### config.mk
export PLATFORM = sky130hd
export DESIGN_NAME = uart_alu_ctrl
export DESIGN_NICKNAME = d
export VERILOG_FILES = /design/src/rtl/uart_alu_ctrl.sv
export SDC_FILE = /design/constraint.sdc
export NUM_CORES = 1
export LEC_CHECK = 0
export ABC_CLOCK_PERIOD_IN_PS = 4200
export CAP_MARGIN = 10
export CORE_MARGIN = 5
export CORE_UTILIZATION = 35
export CTS_CLUSTER_SIZE = 10
export DETAILED_ROUTE_END_ITERATION = 10
export DONT_BUFFER_PORTS = 1
export PLACE_DENSITY_LB_ADDON = 0.25
export SLEW_MARGIN = 0
export SYNTH_ARGS = -nofsm -noshare
export SYNTH_HDL_FRONTEND = slang
export SYNTH_SLANG_ARGS = --single-unit
### constraint.sdc
create_clock -name clk_i -period 4.2 [get_ports clk_i]
set_clock_uncertainty 0.1 [all_clocks]
set_input_delay 0.84 -clock clk_i [delete_from_list [all_inputs] [get_ports clk_i]]
set_output_delay 0.84 -clock clk_i [all_outputs]
set_load 0.03 [all_outputs]
### src/rtl/uart_alu_ctrl.sv
// uart_alu_ctrl: parses UART byte frames, chains operands through an external ALU, streams replies.
// Define UART_ALU_CTRL_ERR_EN to send a 0xEE reply and pulse error_o on malformed packets.
module uart_alu_ctrl #(
    parameter int OPERAND_WIDTH  = 32,
    parameter int TIMEOUT_CYCLES = 1_000_000
) (
    input  logic                     clk_i,
    input  logic                     rst_i,
    input  logic [7:0]               s_axis_tdata_i,
    input  logic                     s_axis_tvalid_i,
    output logic                     s_axis_tready_o,
    output logic [7:0]               m_axis_tdata_o,
    output logic                     m_axis_tvalid_o,
    input  logic                     m_axis_tready_i,
    output logic [1:0]               alu_op_o,
    output logic [OPERAND_WIDTH-1:0] alu_a_o,
    output logic [OPERAND_WIDTH-1:0] alu_b_o,
    output logic                     alu_valid_o,
    input  logic                     alu_ready_i,
    input  logic [OPERAND_WIDTH-1:0] alu_result_i,
    input  logic                     alu_result_valid_i,
    output logic                     busy_o,
    output logic                     error_o
);

    // state    | meaning
    // IDLE     | wait opcode          HDR_*    | reserved / length bytes
    // ECHO     | forward payload      OPND     | collect operand bytes
    // ALU_REQ  | request to ALU       ALU_WAIT | wait result strobe
    // TX_RES   | send accumulator     DRAIN    | discard bad payload
    // ERR_TX   | send 0xEE
    localparam int NB = OPERAND_WIDTH / 8;
    localparam int TW = $clog2(TIMEOUT_CYCLES + 1);
    localparam int BW = $clog2(NB) + 1;
    localparam logic [TW-1:0] TO_LOAD  = TW'(TIMEOUT_CYCLES - 1);
    localparam logic [BW-1:0] LAST_IDX = BW'(NB - 1);

    typedef enum logic [3:0] {
        IDLE, HDR_RSV, HDR_LEN0, HDR_LEN1, ECHO, OPND,
        ALU_REQ, ALU_WAIT, TX_RES, DRAIN, ERR_TX
    } state_t;

`ifdef UART_ALU_CTRL_ERR_EN
    localparam state_t AFTER_DRAIN = ERR_TX;
    logic err_q;
    assign error_o = err_q;
`else
    localparam state_t AFTER_DRAIN = IDLE;
    assign error_o = 1'b0;
`endif

    state_t                   state_q;
    logic [7:0]               opcode_q;
    logic [7:0]               len_lo_q;
    logic [15:0]              rem_q;
    logic [TW-1:0]            timer_q;
    logic [BW-1:0]            idx_q;
    logic                     first_q;
    logic [OPERAND_WIDTH-1:0] acc_q;
    logic [OPERAND_WIDTH-9:0] opnd_q;
    logic [OPERAND_WIDTH-9:0] tx_shift_q;
    logic [7:0]               tx_data_q;
    logic                     tx_valid_q;
    logic                     alu_valid_q;
    logic [OPERAND_WIDTH-1:0] alu_a_q;
    logic [OPERAND_WIDTH-1:0] alu_b_q;
    logic [1:0]               alu_op_q;
    logic [1:0]               op_sel_q;

    logic                     ready_raw;
    logic                     timed;
    logic                     accept;
    logic [15:0]              len_full;
    logic [15:0]              pay_len;
    logic                     len_short;
    logic                     hdr_bad;
    logic [1:0]               op_sel;
    logic [OPERAND_WIDTH-1:0] opnd_next;

    always_comb begin
        ready_raw = 1'b0;
        timed     = 1'b0;
        case (state_q)
            IDLE:                                     ready_raw = 1'b1;
            HDR_RSV, HDR_LEN0, HDR_LEN1, OPND, DRAIN: begin
                ready_raw = 1'b1;
                timed     = 1'b1;
            end
            ECHO: begin
                ready_raw = m_axis_tready_i;
                timed     = 1'b1;
            end
            default: ;
        endcase
    end

    // No byte is taken while reset is held, so nothing is lost to a reset cycle.
    assign s_axis_tready_o = ready_raw && !rst_i;
    assign accept          = s_axis_tvalid_i && s_axis_tready_o;

    assign len_full  = {s_axis_tdata_i, len_lo_q};
    assign pay_len   = len_full - 16'd4;
    assign len_short = len_full < 16'd4;
    assign opnd_next = {s_axis_tdata_i, opnd_q};

    always_comb begin
        op_sel  = 2'd2;
        hdr_bad = 1'b1;
        case (opcode_q)
            8'hEC: hdr_bad = len_short;
            8'hA0, 8'hB0, 8'hC0: begin
                op_sel  = (opcode_q == 8'hA0) ? 2'd0 : (opcode_q == 8'hB0) ? 2'd1 : 2'd2;
                hdr_bad = len_short || (pay_len == 16'd0) || ((pay_len % 16'(NB)) != 16'd0);
            end
            default: ;
        endcase
    end

    assign m_axis_tvalid_o = (state_q == ECHO) ? s_axis_tvalid_i : tx_valid_q;
    assign m_axis_tdata_o  = (state_q == ECHO) ? s_axis_tdata_i  : tx_data_q;
    assign alu_valid_o     = alu_valid_q;
    assign alu_a_o         = alu_a_q;
    assign alu_b_o         = alu_b_q;
    assign alu_op_o        = alu_op_q;
    assign busy_o          = (state_q != IDLE);

    always_ff @(posedge clk_i) begin
        if (rst_i) begin
            state_q     <= IDLE;
            opcode_q    <= '0;
            len_lo_q    <= '0;
            rem_q       <= '0;
            timer_q     <= '0;
            idx_q       <= '0;
            first_q     <= 1'b0;
            acc_q       <= '0;
            opnd_q      <= '0;
            tx_shift_q  <= '0;
            tx_data_q   <= '0;
            tx_valid_q  <= 1'b0;
            alu_valid_q <= 1'b0;
            alu_a_q     <= '0;
            alu_b_q     <= '0;
            alu_op_q    <= '0;
            op_sel_q    <= '0;
`ifdef UART_ALU_CTRL_ERR_EN
            err_q       <= 1'b0;
`endif
        end else begin
`ifdef UART_ALU_CTRL_ERR_EN
            err_q <= 1'b0;
`endif
            if (timed && !accept && timer_q == '0) begin
                state_q <= IDLE;
            end else begin
                if (timed) timer_q <= accept ? TO_LOAD : timer_q - TW'(1);
                case (state_q)
                    IDLE: if (accept) begin
                        opcode_q <= s_axis_tdata_i;
                        timer_q  <= TO_LOAD;
                        state_q  <= HDR_RSV;
                    end
                    HDR_RSV: if (accept) state_q <= HDR_LEN0;
                    HDR_LEN0: if (accept) begin
                        len_lo_q <= s_axis_tdata_i;
                        state_q  <= HDR_LEN1;
                    end
                    HDR_LEN1: if (accept) begin
                        rem_q    <= len_short ? 16'd0 : pay_len;
                        idx_q    <= '0;
                        first_q  <= 1'b1;
                        op_sel_q <= op_sel;
                        if (hdr_bad) begin
`ifdef UART_ALU_CTRL_ERR_EN
                            err_q <= 1'b1;
`endif
                            state_q <= (len_short || pay_len == 16'd0) ? AFTER_DRAIN : DRAIN;
                        end else if (opcode_q == 8'hEC) begin
                            state_q <= (pay_len == 16'd0) ? IDLE : ECHO;
                        end else begin
                            state_q <= OPND;
                        end
                    end
                    ECHO: if (accept) begin
                        rem_q <= rem_q - 16'd1;
                        if (rem_q == 16'd1) state_q <= IDLE;
                    end
                    OPND: if (accept) begin
                        rem_q  <= rem_q - 16'd1;
                        opnd_q <= opnd_next[OPERAND_WIDTH-1:8];
                        if (idx_q == LAST_IDX) begin
                            idx_q   <= '0;
                            first_q <= 1'b0;
                            if (first_q) begin
                                acc_q <= opnd_next;
                                if (rem_q == 16'd1) state_q <= TX_RES;
                            end else begin
                                alu_a_q     <= acc_q;
                                alu_b_q     <= opnd_next;
                                alu_op_q    <= op_sel_q;
                                alu_valid_q <= 1'b1;
                                state_q     <= ALU_REQ;
                            end
                        end else begin
                            idx_q <= idx_q + BW'(1);
                        end
                    end
                    ALU_REQ: if (alu_ready_i) begin
                        alu_valid_q <= 1'b0;
                        state_q     <= ALU_WAIT;
                    end
                    ALU_WAIT: if (alu_result_valid_i) begin
                        acc_q   <= alu_result_i;
                        state_q <= (rem_q == 16'd0) ? TX_RES : OPND;
                    end
                    TX_RES: begin
                        if (!tx_valid_q) begin
                            tx_valid_q <= 1'b1;
                            tx_data_q  <= acc_q[7:0];
                            tx_shift_q <= acc_q[OPERAND_WIDTH-1:8];
                        end else if (m_axis_tready_i) begin
                            if (idx_q == LAST_IDX) begin
                                tx_valid_q <= 1'b0;
                                idx_q      <= '0;
                                state_q    <= IDLE;
                            end else begin
                                tx_data_q  <= tx_shift_q[7:0];
                                tx_shift_q <= tx_shift_q >> 8;
                                idx_q      <= idx_q + BW'(1);
                            end
                        end
                    end
                    DRAIN: if (accept) begin
                        rem_q <= rem_q - 16'd1;
                        if (rem_q == 16'd1) state_q <= AFTER_DRAIN;
                    end
`ifdef UART_ALU_CTRL_ERR_EN
                    ERR_TX: begin
                        if (!tx_valid_q) begin
                            tx_valid_q <= 1'b1;
                            tx_data_q  <= 8'hEE;
                        end else if (m_axis_tready_i) begin
                            tx_valid_q <= 1'b0;
                            state_q    <= IDLE;
                        end
                    end
`endif
                    default: state_q <= IDLE;
                endcase
            end
        end
    end

endmodule

==> results of run 1 <==
layout make-up:
type                            instances  area [um2]  area share
Inverter                               16        60.1     0.00545
Tap cell                              384         480      0.0436
Antenna cell                            1        2.50    0.000227
Sequential cell                       218        4370       0.396
Clock inverter                          4        37.5     0.00340
Multi-Input combinational cell        873        5230       0.474
Clock buffer                           34         742      0.0673
Timing Repair Buffer                   13         110     0.00999
state kept, by name, summed over array words and instances, names as in the netlist, 2 cells and up:
signal / count
acc_q: 32
alu_a_o: 32
alu_b_o: 32
alu_op_o: 2
idx_q: 3
len_lo_q: 8
op_sel_q: 2
opcode_q: 8
opnd_q: 24
rem_q: 16
state_q: 4
timer_q: 20
tx_data_q: 8
tx_shift_q: 24
cell usage in the layout, fill, tap and decap left out, types with 13 or more instances in the layout:
cell type	n
dfxtp_1	217
nand2_1	210
nor2_1	126
a21oi_1	126
mux2i_1	77
o21ai_0	39
a211oi_2	32
a211oi_1	27
clkbuf_16	27
inv_1	16
nor3_1	15
nor4_1	15
a22oi_1	15
or3_1	13
nand3_1	13
report_power, final:
part           internal (mW)  switching, mW  total [mW]
registers               2.11         0.0499        2.16
logic                  0.130          0.190       0.320
clock network           1.23          0.860        2.09
total                   3.47           1.10        4.57
worst max-delay path by stage:
| stage | to | cells past startpoint |
|---|---|---|
| after floorplan | acc_q[10] | 10 |
| after global routing | m_axis_tdata_o[5] | 3 |
| after global placement | acc_q[1] | 7 |
| final | m_axis_tdata_o[3] | 3 |
| after CTS | m_axis_tdata_o[3] | 3 |
| after detailed placement | acc_q[0] | 7 |
through the flow:
| step | setup WS [ns] | hold slack (ns) |
|---|---|---|
| 2_1_floorplan | 1.24 | 0.332 |
| 3_3_place_gp | 0.913 | 0.346 |
| 3_5_place_dp | 0.854 | 0.356 |
| 4_1_cts | 0.692 | 0.253 |
| 5_1_grt | 0.527 | 0.248 |
| 6_report | 0.693 | 0.263 |
logic make-up (layout without fill, tap and decap cells):
family / count (synthesis) / in the layout
AOI/OAI and AO/OA: 299 / 299
other: 1 / 2
muxes: 86 / 86
DFF: 218 / 218
buffers and inverters: 113 / 67
adders and majority gates: 6 / 6
and+or+nand+nor: 461 / 461
xor gates and xnor gates: 20 / 20
metal layers:
layer / wire length, um / track usage
met5: 0 / 0
met2: 13600 / 0.288
met1: 12800 / 0.225
met4: 786 / 0.0479
met3: 1720 / 0.0422
==> impl_metrics.tcl, run 1 <==
set metrics [dict create \
    final-setup-viol-count 0 \
    slew_headroom 0.240 \
    cts_hold_buffers 0 \
    cp_max_fo 23 \
    stdcell_area_um2 11000 \
    grt_pass1_vias 7899 \
    final_core_util 0.387 \
    fp.coreArea_um2 28500 \
    grt_usage 0.173 \
    final_antenna_net_count 0 \
    yosysTopAreaCellShare 0.435 \
    synth-seq-area-share 0.435 \
    cts_buffer_depth 3 \
    critPathArrivalTime_ns 2.57 \
    synth_top_family_by_area "simple AND/OR/NAND/NOR gates" \
    synthAdderAreaFrac 0.00748 \
    synth_area_leaders "dfxtp_1 43%, nand2_1 7.9%, mux2i_1 7.7%" \
    initial_core_util 0.353 \
    grt_setup_unrepaired "no" \
    status "completed" \
    whs_path_depth 1 \
    start_kind "register" \
    first_iter_violations 748 \
    die_x_um 179 \
    crit_path_start "state_q[3]" \
    syn_nets 1256 \
    synth_enable_flop_cells 0 \
    gp_congestion 0.833 \
    die_area_um2 32200 \
    cts_tree "built" \
    path_delay_family "simple AND/OR/NAND/NOR gates" \
    period_minus_slack_ns 3.51 \
    antenna_found_initial 2 \
    fin_nets 1201 \
    period_share 0.835 \
    r2r_start "timer_q[10]" \
    rr_worst_depth 7 \
    synth_top_cell_by_area "dfxtp_1" \
    die_h_um 179 \
    rows 62 \
    tightest_slew_ns 1.14 \
    endpoint_kind "output pin" \
    grt_max_degree 213 \
    drv_slew 0 \
    rr_endpoint "acc_q[5]" \
    hp-start "rst_i" \
    postCtsSetupBuffers 0 \
    yosysUniqueCellTypes 64 \
    dp_hpwl_um 19800 \
    hold_viol 0 \
    wl_per_cell_um 18.7 \
    worstSkewPairLatency_ns 0.54 \
    ios 125 \
    min_to "tx_valid_q" \
    cp_slowest_cell "and3_1" \
    worstPathBufferInverterCount 0 \
    synth_mux_area_frac 0.0869 \
    h-tree-depth 1 \
    power.leakage_nw 3.78 \
    syn-cell-area_um2 10000 \
    cpPeakStageDelay_ns 0.60 \
    synth_xor_area_frac 0.0175 \
    cts_buffers 27 \
    clk_pin_slew_ns 0.06 \
    wirelength_um 28900 \
    post_cts_resized 0 \
    layout-drive-gt1-share 0.0907 \
    synth_compound_area_frac 0.199 \
    avgSynthCellArea_um2 8.34 \
    power_density_nw_per_um2 414 \
    post-route-drc-count 0 \
    hp-class "input port to register" \
    yosysMostFrequentCell "dfxtp_1" \
    grt_pass1_wl_um 44600 \
    placed_cell_area_um2 10200 \
    fin_setup_tns_ns 0 \
    cp_cell_sequence "nor2_1 -> and3_1 -> mux2_2" \
    worst_ep_required_time_ns 3.26 \
    dp_cells 1504 \
    cts_sinks 218 \
    grt.overflow.total 0 \
    fillers 2908 \
    synth_flop_cell "dfxtp_1" \
    dr_total_vias 8329 \
    power.total_mw 4.57 \
    async_flop_share 0 \
    synthToLayoutAreaGrowth_pct 9.86 \
    crit_type "register to output pin" \
    maxCapViolations 0 \
    rrSetupSlack_ns 0.81 \
    final_cell_count_no_fill 1543 \
    synth-seq-cells 218 \
    ys_top_cells_by_count "218 x dfxtp_1, 210 x nand2_1, 127 x a21oi_1, 126 x nor2_1, 83 x clkbuf_1" \
    port_buffers 0 \
    viasPerCell 5.40 \
    yosys.area_share.simple 0.207 \
    ys_warn_count 0 \
    drtPass1Iterations 5 \
    ctsRootBufferMaster "clkbuf_16" \
    fmax_mhz 285 \
    worst_ir_drop_vdd_v 0.000310 \
    synthCells 1204 \
]
No activity file was read; power rests on OpenSTA's default activity.
==> run 2, diff against run 1 <==
--- a/config.mk
+++ b/config.mk
@@ -5,7 +5,8 @@
 export SDC_FILE = /design/constraint.sdc
 export NUM_CORES = 1
 export LEC_CHECK = 0
-export ABC_CLOCK_PERIOD_IN_PS = 4200
+export ABC_AREA = 1
+export ABC_CLOCK_PERIOD_IN_PS = 3000
 export CAP_MARGIN = 10
 export CORE_MARGIN = 5
 export CORE_UTILIZATION = 35
==> constraint.sdc (replaced) <==
create_clock -name clk_i -period 3 [get_ports clk_i]
set_clock_uncertainty 0.1 [all_clocks]
set_input_delay 0.6 -clock clk_i [delete_from_list [all_inputs] [get_ports clk_i]]
set_output_delay 0.6 -clock clk_i [all_outputs]
set_load 0.03 [all_outputs]
==> run 2 against run 1 <==
  * Clock power rose by 33%
  * Non-clock buffer count rose by 13
  * Wire length fell by 0.87%
  * Cell count rose by 13%
  * Final area rose by 0.12%
  * Sequential power rose by 37%
  * Largest power group unchanged
  * Highest routed layer unchanged
==> impl_metrics.tcl, run 2 <==
set metrics [dict create \
    status "completed" \
    cts_sinks 218 \
    fin_setup_tns_ns 0 \
    die_x_um 179 \
    endpoint_kind "output pin" \
    ctsRootBufferMaster "clkbuf_16" \
    r2r_start "state_q[1]" \
    synth-seq-cells 218 \
    die_h_um 179 \
    layout_commonest_cell "dfxtp_1" \
    tightest_slew_ns 0.877 \
    gp_congestion 0.844 \
    stdcell_area_um2 11000 \
    die_area_um2 31900 \
    rrSetupSlack_ns 0.33 \
    rows 61 \
    clk_pin_slew_ns 0.05 \
    grt.overflow.total 0 \
    hp-class "input port to register" \
    fmax_mhz 353 \
    drtPass1Iterations 5 \
    power.total_mw 6.05 \
    wl_per_cell_um 16.5 \
    grt_setup_unrepaired "no" \
    grt_usage 0.175 \
    period_minus_slack_ns 2.83 \
    layout_common_cells "217 x dfxtp_1, 199 x o21ai_0, 199 x a21oi_1" \
    wirelength_um 28600 \
    hp-start "rst_i" \
    grt_pass1_vias 8077 \
    fin_nets 1402 \
    yosysUniqueCellTypes 44 \
    rr_endpoint "acc_q[4]" \
    ios 125 \
    worst_ep_required_time_ns 2.30 \
    slew_headroom 0.415 \
    worstSkewPairLatency_ns 0.53 \
    fin_hold_ws_ns 0.0388 \
    syn-cell-area_um2 9950 \
    cts_hold_buffers 0 \
    grt_pass1_wl_um 44700 \
    layout-drive-gt1-share 0.0795 \
    cts_buffer_depth 3 \
    antenna_found_initial 1 \
    h-tree-depth 1 \
    yosysMostFrequentCell "dfxtp_1" \
    avgSynthCellArea_um2 7.24 \
    fin_ws_ns 0.167 \
    cts_tree "built" \
    fillers 2959 \
    whs_path_depth 1 \
    grt_max_degree 154 \
    synth-seq-area-share 0.439 \
    syn_nets 1426 \
    fp.coreArea_um2 27900 \
    synth_area_leaders "dfxtp_1 44%, a21oi_1 10%, o21ai_0 10%" \
    first_iter_violations 524 \
    dp_slack_ns 0.358 \
    async_flop_share 0 \
    viasPerCell 4.98 \
    period_share 0.944 \
    maxCapViolations 0 \
    dp_hpwl_um 20100 \
    power_density_nw_per_um2 548 \
    yosysTopAreaCellShare 0.439 \
    ys_warn_count 0 \
    initial_core_util 0.356 \
    critPathArrivalTime_ns 2.13 \
    post-route-drc-count 0 \
    cts_buffers 26 \
    synth_top_cell_by_area "dfxtp_1" \
    rr_worst_depth 13 \
    crit_type "register to output pin" \
    synth_flop_cell "dfxtp_1" \
    min_to "acc_q[2]" \
    start_kind "register" \
    drv_slew 0 \
    dr_total_vias 8649 \
    worst_ir_drop_vdd_v 0.000318 \
    synth_enable_flop_cells 0 \
    port_buffers 0 \
    power.leakage_nw 4.48 \
    ys_top_cells_by_count "218 x dfxtp_1, 200 x a21oi_1, 200 x o21ai_0, 184 x nand2_1, 162 x nor2_1" \
    final-setup-viol-count 0 \
    hold_viol 0 \
    synthCells 1374 \
    synthToLayoutAreaGrowth_pct 10.9 \
    placed_cell_area_um2 10300 \
    final_antenna_net_count 0 \
    cp_max_fo 19 \
]
## run 2: power by group
part,switching (mW),internal [mW]
Clock,1.16,1.61
Combinational,0.219,0.0996
Sequential,0.0278,2.93
## run 2: cells by family (layout without fill, tap and decap cells)
family | count (synthesis) | count (layout) | share of synthesized area
AOI/OAI and AO/OA | 473 | 473 | 0.265
other | 1 | 2 | 0.000377
xor gates and xnor gates | 14 | 14 | 0.0123
and+or+nand+nor | 419 | 419 | 0.177
buffers and inverters | 243 | 228 | 0.0991
DFF | 218 | 218 | 0.439
adders and majority gates | 6 | 6 | 0.00754
## run 2: cell type report
type / instances / area [um2] / area share
Timing Repair Buffer: 26 / 233 / 0.0211
Tap cell: 378 / 473 / 0.0428
Antenna cell: 1 / 2.50 / 0.000227
Clock inverter: 1 / 16.3 / 0.00147
Sequential cell: 218 / 4370 / 0.395
Inverter: 165 / 621 / 0.0562
Clock buffer: 36 / 708 / 0.0642
Multi-Input combinational cell: 913 / 4620 / 0.419
## run 2: worst max-delay path by stage
stage / from / endpoint / slack (ns) / depth (start not counted)
5_1_grt: state_q[1] / acc_q[4] / 0.03 / 13
4_1_cts: state_q[1] / m_axis_tdata_o[0] / 0.1 / 5
6_report: state_q[1] / m_axis_tdata_o[0] / 0.17 / 5
2_1_floorplan: state_q[1] / m_axis_tdata_o[0] / 0.63 / 5
3_3_place_gp: timer_q[0] / timer_q[5] / 0.42 / 15
3_5_place_dp: state_q[1] / len_lo_q[7] / 0.36 / 9
## run 2: routing by layer
metal  track usage  share of wire  up-vias  routed length, um
met4        0.0496          0.025        0                716
met1         0.249           0.48     3920              13700
met3        0.0411          0.065       46               1850
met2         0.264           0.43      170              12300
met5             0              0        -                  0
li1              -              -     4513                  -
## run 2: timing repair
action | 4_1_cts | 5_1_grt
setup buffers | 0 | 0
endpoints found under the setup margin | 0 | 2
gates resized for setup | 0 | 2
## run 2: metrics by stage
stage | utilization | std cells
final | 0.395 | 1738
after floorplan | - | 1374
after global routing | 0.395 | 1738
after global placement | 0.369 | 1700
after detailed placement | 0.369 | 1700
after CTS | 0.395 | 1737
## run 2: worst max-delay path, stage by stage, from the launching register on
cell and delay, ns:
dfxtp_1 0.35, nor2_1 0.29, nand2_2 0.11, buf_4 0.21, o21ai_0 0.40, buf_4 0.25
